<file path="config.mk">
export PLATFORM = sky130hd
export DESIGN_NAME = mul_sequencer
export DESIGN_NICKNAME = d
export VERILOG_FILES = /design/src/rtl/mul_sequencer.sv
export SDC_FILE = /design/constraint.sdc
export NUM_CORES = 1
export LEC_CHECK = 0
export CAP_MARGIN = 20
export CORE_MARGIN = 4
export CORE_UTILIZATION = 45
export DETAILED_ROUTE_END_ITERATION = 8
export PLACE_DENSITY = 0.65
export SLEW_MARGIN = 40
export SYNTH_ARGS = -nofsm -noshare
export SYNTH_HDL_FRONTEND = slang
export SYNTH_SLANG_ARGS = --single-unit
</file>
<file path="constraint.sdc">
create_clock -name i_clk -period 4.65 [get_ports i_clk]
set_input_delay 0.465 -clock i_clk [delete_from_list [all_inputs] [get_ports i_clk]]
set_output_delay 0.465 -clock i_clk [all_outputs]
set_load 0.005 [all_outputs]
</file>
<file path="src/rtl/mul_sequencer.sv">
`default_nettype none
// ============================================================================
//  Module      : mul_sequencer
//  Description : Multi-cycle RV32M multiplier (MUL/MULH/MULHSU/MULHU), radix-2
//                shift-add over 32 cycles on sign-corrected magnitudes.
//  Revision    : 1.0 - initial release
// ============================================================================
module mul_sequencer #(
    parameter int XLEN = 32
) (
    input  logic            i_clk,
    input  logic            i_rst,
    input  logic            i_start,
    input  logic [2:0]      i_funct3,
    input  logic [XLEN-1:0] i_op_a,
    input  logic [XLEN-1:0] i_op_b,
    input  logic            i_kill,
    output logic            o_busy,
    output logic            o_stall,
    output logic            o_valid,
    output logic [XLEN-1:0] o_result
);

    typedef enum logic [1:0] {
        S_IDLE = 2'd0,
        S_CALC = 2'd1,
        S_DONE = 2'd2
    } state_t;

    localparam logic [5:0] c_LAST_ITER = 6'd31;

    state_t              r_state_q,  w_state_d;
    logic [5:0]          r_cnt_q,    w_cnt_d;
    logic [2*XLEN-1:0]   r_acc_q,    w_acc_d;
    logic [XLEN-1:0]     r_mcand_q,  w_mcand_d;
    logic                r_neg_q,    w_neg_d;
    logic                r_hi_q,     w_hi_d;
    logic [XLEN-1:0]     r_result_q, w_result_d;

    logic                w_accept;
    logic                w_a_neg;
    logic                w_b_neg;
    logic [XLEN-1:0]     w_mag_a;
    logic [XLEN-1:0]     w_mag_b;
    logic [XLEN:0]       w_step_sum;
    logic [2*XLEN-1:0]   w_acc_step;
    logic [2*XLEN-1:0]   w_product;

    // a is signed for funct3[1:0] != 11, b is signed only when funct3[1] == 0
    assign w_a_neg  = (i_funct3[1:0] != 2'b11) & i_op_a[XLEN-1];
    assign w_b_neg  = ~i_funct3[1] & i_op_b[XLEN-1];
    assign w_mag_a  = w_a_neg ? (~i_op_a + 1'b1) : i_op_a;
    assign w_mag_b  = w_b_neg ? (~i_op_b + 1'b1) : i_op_b;
    assign w_accept = (r_state_q == S_IDLE) & i_start & ~i_funct3[2] & ~i_kill;

    // Multiplier sits in the low half and shifts out LSB first while the
    // partial sum grows into the high half.
    assign w_step_sum = {1'b0, r_acc_q[2*XLEN-1:XLEN]}
                      + {1'b0, (r_acc_q[0] ? r_mcand_q : {XLEN{1'b0}})};
    assign w_acc_step = {w_step_sum, r_acc_q[XLEN-1:1]};
    assign w_product  = r_neg_q ? (~w_acc_step + 1'b1) : w_acc_step;

    always_comb begin
        w_state_d  = r_state_q;
        w_cnt_d    = r_cnt_q;
        w_acc_d    = r_acc_q;
        w_mcand_d  = r_mcand_q;
        w_neg_d    = r_neg_q;
        w_hi_d     = r_hi_q;
        w_result_d = r_result_q;
        o_busy     = 1'b0;
        o_stall    = 1'b0;
        o_valid    = 1'b0;

        case (r_state_q)
            S_IDLE: begin
                if (w_accept) begin
                    w_state_d = S_CALC;
                    w_cnt_d   = 6'd0;
                    w_acc_d   = {{XLEN{1'b0}}, w_mag_b};
                    w_mcand_d = w_mag_a;
                    w_neg_d   = (w_a_neg ^ w_b_neg) & (|w_mag_a) & (|w_mag_b);
                    w_hi_d    = (i_funct3[1:0] != 2'b00);
                    o_stall   = 1'b1;
                end
            end
            S_CALC: begin
                o_busy  = 1'b1;
                o_stall = 1'b1;
                if (i_kill) begin
                    w_state_d = S_IDLE;
                    w_cnt_d   = 6'd0;
                end else begin
                    w_acc_d = w_acc_step;
                    w_cnt_d = r_cnt_q + 6'd1;
                    if (r_cnt_q == c_LAST_ITER) begin
                        w_state_d  = S_DONE;
                        w_cnt_d    = 6'd0;
                        w_result_d = r_hi_q ? w_product[2*XLEN-1:XLEN]
                                            : w_product[XLEN-1:0];
                    end
                end
            end
            S_DONE: begin
                o_busy    = 1'b1;
                o_valid   = ~i_kill;
                w_state_d = S_IDLE;
            end
            default: begin
                w_state_d = S_IDLE;
            end
        endcase
    end

    always_ff @(posedge i_clk or posedge i_rst) begin
        if (i_rst) begin
            r_state_q  <= S_IDLE;
            r_cnt_q    <= 6'd0;
            r_acc_q    <= {2*XLEN{1'b0}};
            r_mcand_q  <= {XLEN{1'b0}};
            r_neg_q    <= 1'b0;
            r_hi_q     <= 1'b0;
            r_result_q <= {XLEN{1'b0}};
        end else begin
            r_state_q  <= w_state_d;
            r_cnt_q    <= w_cnt_d;
            r_acc_q    <= w_acc_d;
            r_mcand_q  <= w_mcand_d;
            r_neg_q    <= w_neg_d;
            r_hi_q     <= w_hi_d;
            r_result_q <= w_result_d;
        end
    end

    assign o_result = r_result_q;

endmodule
`default_nettype wire

</file>
* After elaboration in Yosys (flattened, before gate mapping)
Index checks and enable logic that the tools add are counted.
Widths: inputs -> output; s select.
** Cells by class
- Equality and inequality tests :: 7
- $mul :: 0
- Shift operators :: 0
- Reduce and logical (&&, ||, !) cells :: 11
- Bitwise gates (word level) :: 14
- Order comparisons :: 0
- Multiplexer cells :: 20
- Add/subtract/negate cells :: 5
- Div/mod/pow operators :: 0
** Operators by type and width (count)
- $mux 64 :: 3
- $mux 32 :: 4
- $pmux 64 s2 :: 1
- $add 32x1->32 const B :: 2
- $add 64x1->64 const B :: 1
- $not 32->32 :: 2
- $not 64->64 :: 1
- $reduce_or 32->1 :: 2
- $add 32x32->33 :: 1
- $mux 6 :: 3
- $pmux 6 s2 :: 1
- $and 1x1->1 :: 7
- $add 6x1->6 const B :: 1
- $eq 6x5->1 const B :: 1
- $mux 2 :: 3
- $ne 2x2->1 const B :: 3
- $reduce_and 2->1 :: 3
- $reduce_and 3->1 :: 2
- $pmux 2 s2 :: 1
- $reduce_bool 2->1 :: 2
- $mux 1 :: 3
- $ne 3x3->1 const B :: 1
- $not 1->1 :: 3
- $eq 2x1->1 const B :: 1
- 5 further kinds :: 5
** Storage, ports and cells
- Bits in latches :: 0
- Memories :: 0
- Logic and storage cells :: 64
- Output and inout bits :: 35
- Bits in read-only memories :: 0
- Input port bits :: 71
- Register bits :: 138
- RAM bits :: 0

* Longest topological paths before layout
Gate-level depths: netlist of the first run.
- Depth after elaboration :: 6
- Gate-level depth with buffers :: 15
- Depth with buffers taken out :: 14

* Worst setup path before layout of the first run
OpenSTA, ideal clock, no wires.
- Kind :: flip-flop to flip-flop
- Start point :: register r_acc_q[0]
- End point :: register r_result_q[31] (netlist: o_result[31])
- Data required time :: 4.585 ns
- Setup time :: 0.065 ns
- Arrival :: 4.229 ns
- Clock period less this slack :: 4.293 ns
- Stages on the path, launching flop included :: 14
- Path slack :: 0.357 ns
- Path buffers :: 2
- Cell sequence :: dfrtp_1 clkbuf_1 and2_1 ha_1 clkbuf_1 and4_1 or4b_2 o311ai_0 a311oi_1 xnor2_1 or2b_2 or4_2 a2111oi_1 a21o_1
** On the way
- Cells in the longest elaborated chain, start to end :: 6
** Ends and longest elaborated chain
- from (decl) :: RTL line 34 : logic [2*XLEN-1:0] r_acc_q, w_acc_d;
- from (signal assigned) :: RTL line 119 : r_acc_q <= {2*XLEN{1'b0}};
- from (signal assigned) :: RTL line 127 : r_acc_q <= w_acc_d;
- $mux 32 * :: RTL line 59 : + {1'b0, (r_acc_q[0] ? r_mcand_q : {XLEN{1'b0}})};
- $add 32x32->33 * :: RTL line 59
- $not 64->64 :: RTL line 61 : assign w_product = r_neg_q ? (~w_acc_step + 1'b1) : w_acc_step;
- $add 64x1->64 :: RTL line 61
- $mux 64 * :: RTL line 61
- $mux 32 * :: RTL line 99 : w_result_d = r_hi_q ? w_product[2*XLEN-1:XLEN]
- to (signal assigned) :: RTL line 123 : r_result_q <= {XLEN{1'b0}};
- to (signal assigned) :: RTL line 131 : r_result_q <= w_result_d;
- to (decl) :: RTL line 38 : logic [XLEN-1:0] r_result_q, w_result_d;
Mark *: on every way between the ends. The rest lies on a longest branch, timed or not.
A chain may end at the register's enable or synchronous reset.

* Worst setup path after layout of the first run
Same ends and word-level chain as after synthesis.

==> results of run 1 <==
-- Yosys cell counts, drive strengths merged, types with 26 or more instances --
library cell  instances
a21oi                90
and2                 42
clkbuf               72
dfrtp               138
ha                   39
mux2i                26
nand2               206
nand3                27
nor2                104
nor3                 31
o21ai               197
xnor2                72
xor2                 61
-- layer usage --
| metal | share of wire, % | routed length [µm] | vias up | GRT usage [%] |
|---|---|---|---|---|
| met2 | 45 | 14900 | 277 | 37.2 |
| met5 | 0 | 0 | - | 0 |
| met4 | 1.6 | 523 | 0 | 5.67 |
| li1 | - | - | 5315 | - |
| met1 | 48 | 15700 | 5094 | 34.0 |
| met3 | 5.5 | 1820 | 31 | 3.55 |
-- kinds of logic after synthesis --
kind of cell	Yosys count	share of synthesized area, %
buffers and inverters	105	3.62
flip-flops	138	30.9
multiplexers	30	2.83
AND/OR/NAND/NOR	546	24.2
XOR/XNOR	133	10.4
adder cells (fa/ha/maj)	40	4.54
AO/OA/AOI/OAI	432	23.5
-- area by class of cell --
cell class                      instances  share of cell area, %
Inverter                               26                  0.768
Tap cell                              324                   3.03
Clock buffer                           17                   3.18
Clock inverter                         15                   1.33
Timing Repair Buffer                  158                   10.8
Sequential cell                       138                   25.9
Multi-Input combinational cell       1181                   55.0
-- metrics by stage --
step / cells / area, µm² / setup slack (ns) / total power, mW
after detailed placement: 1827 / 12700 / 0.185 / 5.50
after floorplan: 1424 / 11200 / 0.357 / 4.29
after CTS: 1859 / 13300 / 0.163 / 6.94
final: 1859 / 13400 / 0.267 / 6.99
after global routing: 1859 / 13400 / 0.00530 / 7.49
after global placement: 1827 / 12700 / 0.350 / 5.46
-- worst paths after layout --
path                               startpoint            end  slack, ns
worst max register to register     r_acc_q[0]   o_result[31]       0.27
worst min register to register  r_mcand_q[23]  r_mcand_q[23]       0.48
worst min-delay path            r_mcand_q[23]  r_mcand_q[23]       0.48
worst max-delay path               r_acc_q[0]   o_result[31]       0.27
max in group asynchronous               i_rst    r_acc_q[47]       3.18
min in group asynchronous               i_rst     r_acc_q[4]       0.52
-- state kept, by name, summed over array words and instances, names as in the netlist --
name,cells
r_state_q,2
r_cnt_q,6
r_hi_q,1
r_acc_q,64
r_neg_q,1
r_mcand_q,32
o_result,32
-- worst max-delay path, cell delays in order (launching register included) --
cell	delay, ns
dfrtp_1	0.39
buf_4	0.19
and2_1	0.17
ha_1	0.46
nand4_1	0.21
or4b_2	0.66
o311ai_0	0.34
buf_4	0.19
a311oi_1	0.10
xnor2_1	0.16
or2b_2	0.34
or4_2	0.56
a2111oi_1	0.42
a21o_1	0.12
-- power breakdown --
| group | total, mW | switching [mW] | internal (mW) |
|---|---|---|---|
| Clock | 1.42 | 0.607 | 0.812 |
| Sequential | 1.95 | 0.407 | 1.54 |
| Combinational | 3.62 | 2.15 | 1.47 |
-- repair_timing --
action | CTS | global route
hold buffers | 0 | 0
setup endpoints to repair | 0 | 2
gates resized for setup | 0 | 3
==> reports/qor.yml, run 1 <==
async_reset_ff_share_pct: 100
portBuffers: 105
ir_drop_mv: 0.276
final_common_cell: "nand2_1"
syn2layout_area_growth_pct: 19.5
cts.sinks: 138
finalSetupViolCount: 0
antenna_found_initial: 0
cts_setup_buffers: 0
outcome: "completed"
ys_types: 83
cts_inserted_buffers: 17
postLayoutCoreUtil_pct: 54.8
post-dp-hpwl_mm: 25.6
path_max_fanout: 19
holdWs_ns: 0.476
path_class: "flop to flop"
worst_hold_path_type: "flop to flop"
h-tree-depth: 4
viasPerCell: 5.76
multi_input_area_um2: 7350
drtPass1Iterations: 5
synth_seq_cells: 138
synth_top_area_cell: "dfrtp_1"
grt_overflow: 0
synth_nets: 1535
synth_edf_count: 0
grt_usage_pct: 23.5
crit_path_end_kind: "flop"
fin_crit_ns: 4.38
grt_pass1_vias: 10200
n_antenna_cell: 0
clk_path_buf_depth: 2
fin_crit_sh_pct: 94.2
synth_seq_area_share_pct: 30.9
insertion_delay_ns: 0.43
num_rows: 57
die_h_um: 166
clkTransAtPathRegs_ns: 0.07
cts-root-buf: "clkbuf_16"
syn_inst: 1424
drv_cap: 0
yosys-top-cells-area: "dfrtp_1, o21ai_0, nand2_1, xnor2_1, xor2_1"
fillers: 2348
totalWireLength_mm: 32.9
tightestPinTransition_ns: 0.741
hold-path-cell-count: 2
power.density_nw_per_um2: 523
rsz0062_at_grt: "no"
grt_pass1_wl_mm: 53.8
tns_ns: 0
syn_area_per_cell_um2: 7.85
die-width_um: 166
syn-cell-area_um2: 11200
synth_warnings: 0
core_region_area_um2: 24400
pin_count: 106
drive_above_1_share_pct: 8.93
cts_tree: "done"
gp_congestion: 0.942
reg2regPathDepth: 13
hold_violations: 0
ff_latch_area_um2: 3450
route.detailed.drc: 0
power.leakage_nw: 5.64
required_ns: 5.01
fin_nets: 1633
cp.arrival_ns: 4.75
final_cell_mix: "nand2_1, o21ai_0, dfrtp_1, clkdlybuf4s50_1, nor2_1"
synth_top_area_share_pct: 30.9
num_vias: 10700
max_freq_ghz: 0.228
wl_per_cell_um: 17.7
drv_slew: 0
fin_skew_ns: 0.0154
die_area_um2: 27400
initial_core_util_pct: 45.9
start_kind: "flop"
relSlewSlack_pct: 50.0
ant_nets: 0
dr.first_iter.drc_count: 778
synthFlopType: "dfrtp_1"
grt_max_degree: 80
Note: power is estimated with default switching activity, not from simulation.
==> run 2: changes to the inputs <==
- SKIP_LAST_GASP: not set -> 1
==> results of run 2 <==
Same layout as run 1: the final DEF is identical, and so are final timing and power.
==> run 3: changes to the inputs <==
- CORE_MARGIN: 4 -> not set
==> run 3 against run 2 <==
Against the previous run: maximum frequency is 0.63% lower; total power is 0.73% lower; via count shrank 0.25%; hold slack worse by 0.0018 ns; highest routed layer unchanged; register-to-register slack got worse by 0.03 ns.
==> reports/qor.yml, run 3 (synthesized netlist as in run 1, its figures left out) <==
start_kind: "flop"
relSlewSlack_pct: 47.1  # -2.9 points
switching_share_pct: 45.6  # +0.28 points
p_clk_share_pct: 19.5  # -0.8 points
hold_violations: 0  # unchanged
worst_hold_path_type: "flop to flop"
crit_path_end_kind: "flop"
max_stage_delay_ns: 0.61  # -0.05 ns
worstSetupStartpoint: "r_acc_q[0]"
num_vias: 10700  # -0.25%
path_class: "flop to flop"
required_ns: 4.98  # -0.03 ns
drtPass1Iterations: 7  # +2
final_common_cell: "nand2_1"
p_switching_mw: 3.16  # -0.11%
cts-root-buf: "clkbuf_16"
grt_usage_pct: 26.3  # +2.8 points
n_antenna_cell: 0  # unchanged
fin_nets: 1630  # -0.18%
worstSetupEndpoint: "o_result[31]"
clk_path_buf_depth: 2  # unchanged
reg2reg_slack_ns: 0.24  # -0.03 ns
slowest_stage: "or4b_2"
path_max_fanout: 27  # +8
cp.arrival_ns: 4.74  # about the same
max_freq_ghz: 0.227  # -0.63%
path_cells: "buf_12 > and2_1 > ha_1 > and4_2 > or4b_2 > o311ai_1 > buf_4 > a311oi_1 > xnor2_1 > or2b_2 > or4_2 > nor3_1 > a2111oi_2 > a21o_1"
viasPerCell: 5.76  # about the same
p_seq_share_pct: 27.8  # about the same
rsz0062_at_grt: "yes"
outcome: "completed"
p_int_mw: 3.77  # -1.2%
core_region_area_um2: 24300  # -0.29%
largest_reg_flops: 64  # unchanged
grt_overflow: 0  # unchanged
holdWs_ns: 0.474  # -0.00175 ns
fin_crit_sh_pct: 94.8  # +0.59 points
num_rows: 57  # unchanged
insertion_delay_ns: 0.44  # about the same
antenna_found_initial: 0  # unchanged
route.detailed.drc: 0  # unchanged
pin_count: 106  # unchanged
drv_slew: 0  # unchanged
syn2layout_area_growth_pct: 19.2
die-width_um: 160  # -3.6%
grt_pass1_wl_mm: 53.6  # -0.19%
postLayoutCoreUtil_pct: 54.8  # about the same
initial_core_util_pct: 46.0  # +0.13 points
totalWireLength_mm: 32.9  # unchanged
top_register: "r_acc_q"
cts_tree: "done"
dr.first_iter.drc_count: 791  # +1.7%
wl_per_cell_um: 17.7  # +0.16%
power.density_nw_per_um2: 520  # -0.50%
post-dp-hpwl_mm: 25.6  # about the same
grt_max_degree: 99  # +24%
cts.sinks: 138  # unchanged
reg2reg_to: "o_result[31]"
die_h_um: 160  # -3.6%
fin_crit_ns: 4.41  # +0.0276 ns
grt_pass1_vias: 10100  # -1.6%
ir_drop_mv: 0.282  # +2.2%
power.leakage_nw: 5.61  # -0.45%
r2r-start: "r_acc_q[0]"
drive_above_1_share_pct: 8.75  # -0.18 points
portBuffers: 105  # unchanged
tightestPinTransition_ns: 0.789  # +0.0471 ns
cts_inserted_buffers: 17  # unchanged
h-tree-depth: 4  # unchanged
fin_skew_ns: 0.0128  # -0.00256 ns
final_cell_mix: "nand2_1, o21ai_0, dfrtp_1, clkdlybuf4s50_1, nor2_1"
gp_congestion: 0.973  # +3.4%
drv_cap: 0  # unchanged
ant_nets: 0  # unchanged
reg2regPathDepth: 14  # +1
clkTransAtPathRegs_ns: 0.07  # about the same
finalSetupViolCount: 0  # unchanged
combPwrFrac_pct: 52.8  # +1.0 points
die_area_um2: 25500  # -7.1%
## run 3: changes by cell type in the layout (fill, tap and decap cells not counted), moves of 2 or more
| cell | previous run | this run |
|---|---|---|
| clkinv_2 | 0 | 2 |
| clkinvlp_4 | 3 | 1 |
| clkinv_4 | 2 | 4 |
| buf_4 | 53 | 49 |
| inv_8 | 3 | 1 |
## run 3: what timing repair did
item | CTS | global route
endpoints found under the setup margin | 0 | 2
resized for setup | 0 | 5
setup buffers | 0 | 0
hold buffers | 0 | 0
## run 3: worst max-delay path, delay by kind of cell, from the launching register on
| kind | cells | cell delay, ns |
|---|---|---|
| DFF | 1 | 0.45 |
| adders and majority gates | 1 | 0.37 |
| and+or+nand+nor | 6 | 2.28 |
| buffers and inverters | 2 | 0.38 |
| AOI/OAI and AO/OA | 4 | 0.65 |
| xor gates and xnor gates | 1 | 0.17 |
## run 3: metrics by stage
stage,power [mW],area [µm²],setup slack [ns],TNS [ns],instances
global placement,5.47,12700,0.344,0,1824
CTS,6.89,13300,0.194,0,1856
finish,6.93,13300,0.240,0,1856
floorplan,4.29,11200,0.357,0,1424
detailed placement,5.52,12700,0.212,0,1824
global route,7.42,13300,-0.00282,-0.00282,1856
## run 3: how the worst min path moves through the flow
| stage | start | end | slack [ns] | depth (start not counted) |
|---|---|---|---|---|
| after floorplan | r_mcand_q[0] | r_mcand_q[0] | 0.44 | 2 |
| after global placement | r_mcand_q[21] | r_mcand_q[21] | 0.46 | 2 |
| after detailed placement | r_mcand_q[20] | r_mcand_q[20] | 0.46 | 2 |
| after CTS | r_mcand_q[21] | r_mcand_q[21] | 0.48 | 2 |
| after global routing | r_mcand_q[16] | r_mcand_q[16] | 0.50 | 2 |
| final | r_mcand_q[20] | r_mcand_q[20] | 0.47 | 2 |
## run 3: power groups by stage
| stage | clock, mW | combinational, mW | sequential, mW |
|---|---|---|---|
| floorplan | 0 | 2.52 | 1.78 |
| global placement | 0 | 3.54 | 1.93 |
| detailed placement | 0 | 3.60 | 1.93 |
| CTS | 1.37 | 3.61 | 1.91 |
| global route | 1.41 | 4.04 | 1.97 |
| finish | 1.35 | 3.66 | 1.92 |
## run 3: per-layer routing
metal / GRT usage, % / vias up / part of all wire, %
li1: - / 5313 / -
met1: 37.8 / 5030 / 48
met2: 41.6 / 317 / 45
met3: 3.87 / 30 / 5.6
met4: 5.99 / 0 / 1.3
met5: 0 / - / 0
## run 3: layout make-up
class                      count  area, µm²
tap                          324        405
multi-input combinational   1181       7350
clock buffer                  18        439
timing repair buffer         155       1440
sequential                   138       3450
fill                        2303      11000
clock inverter                14        135
inverter                      26        105
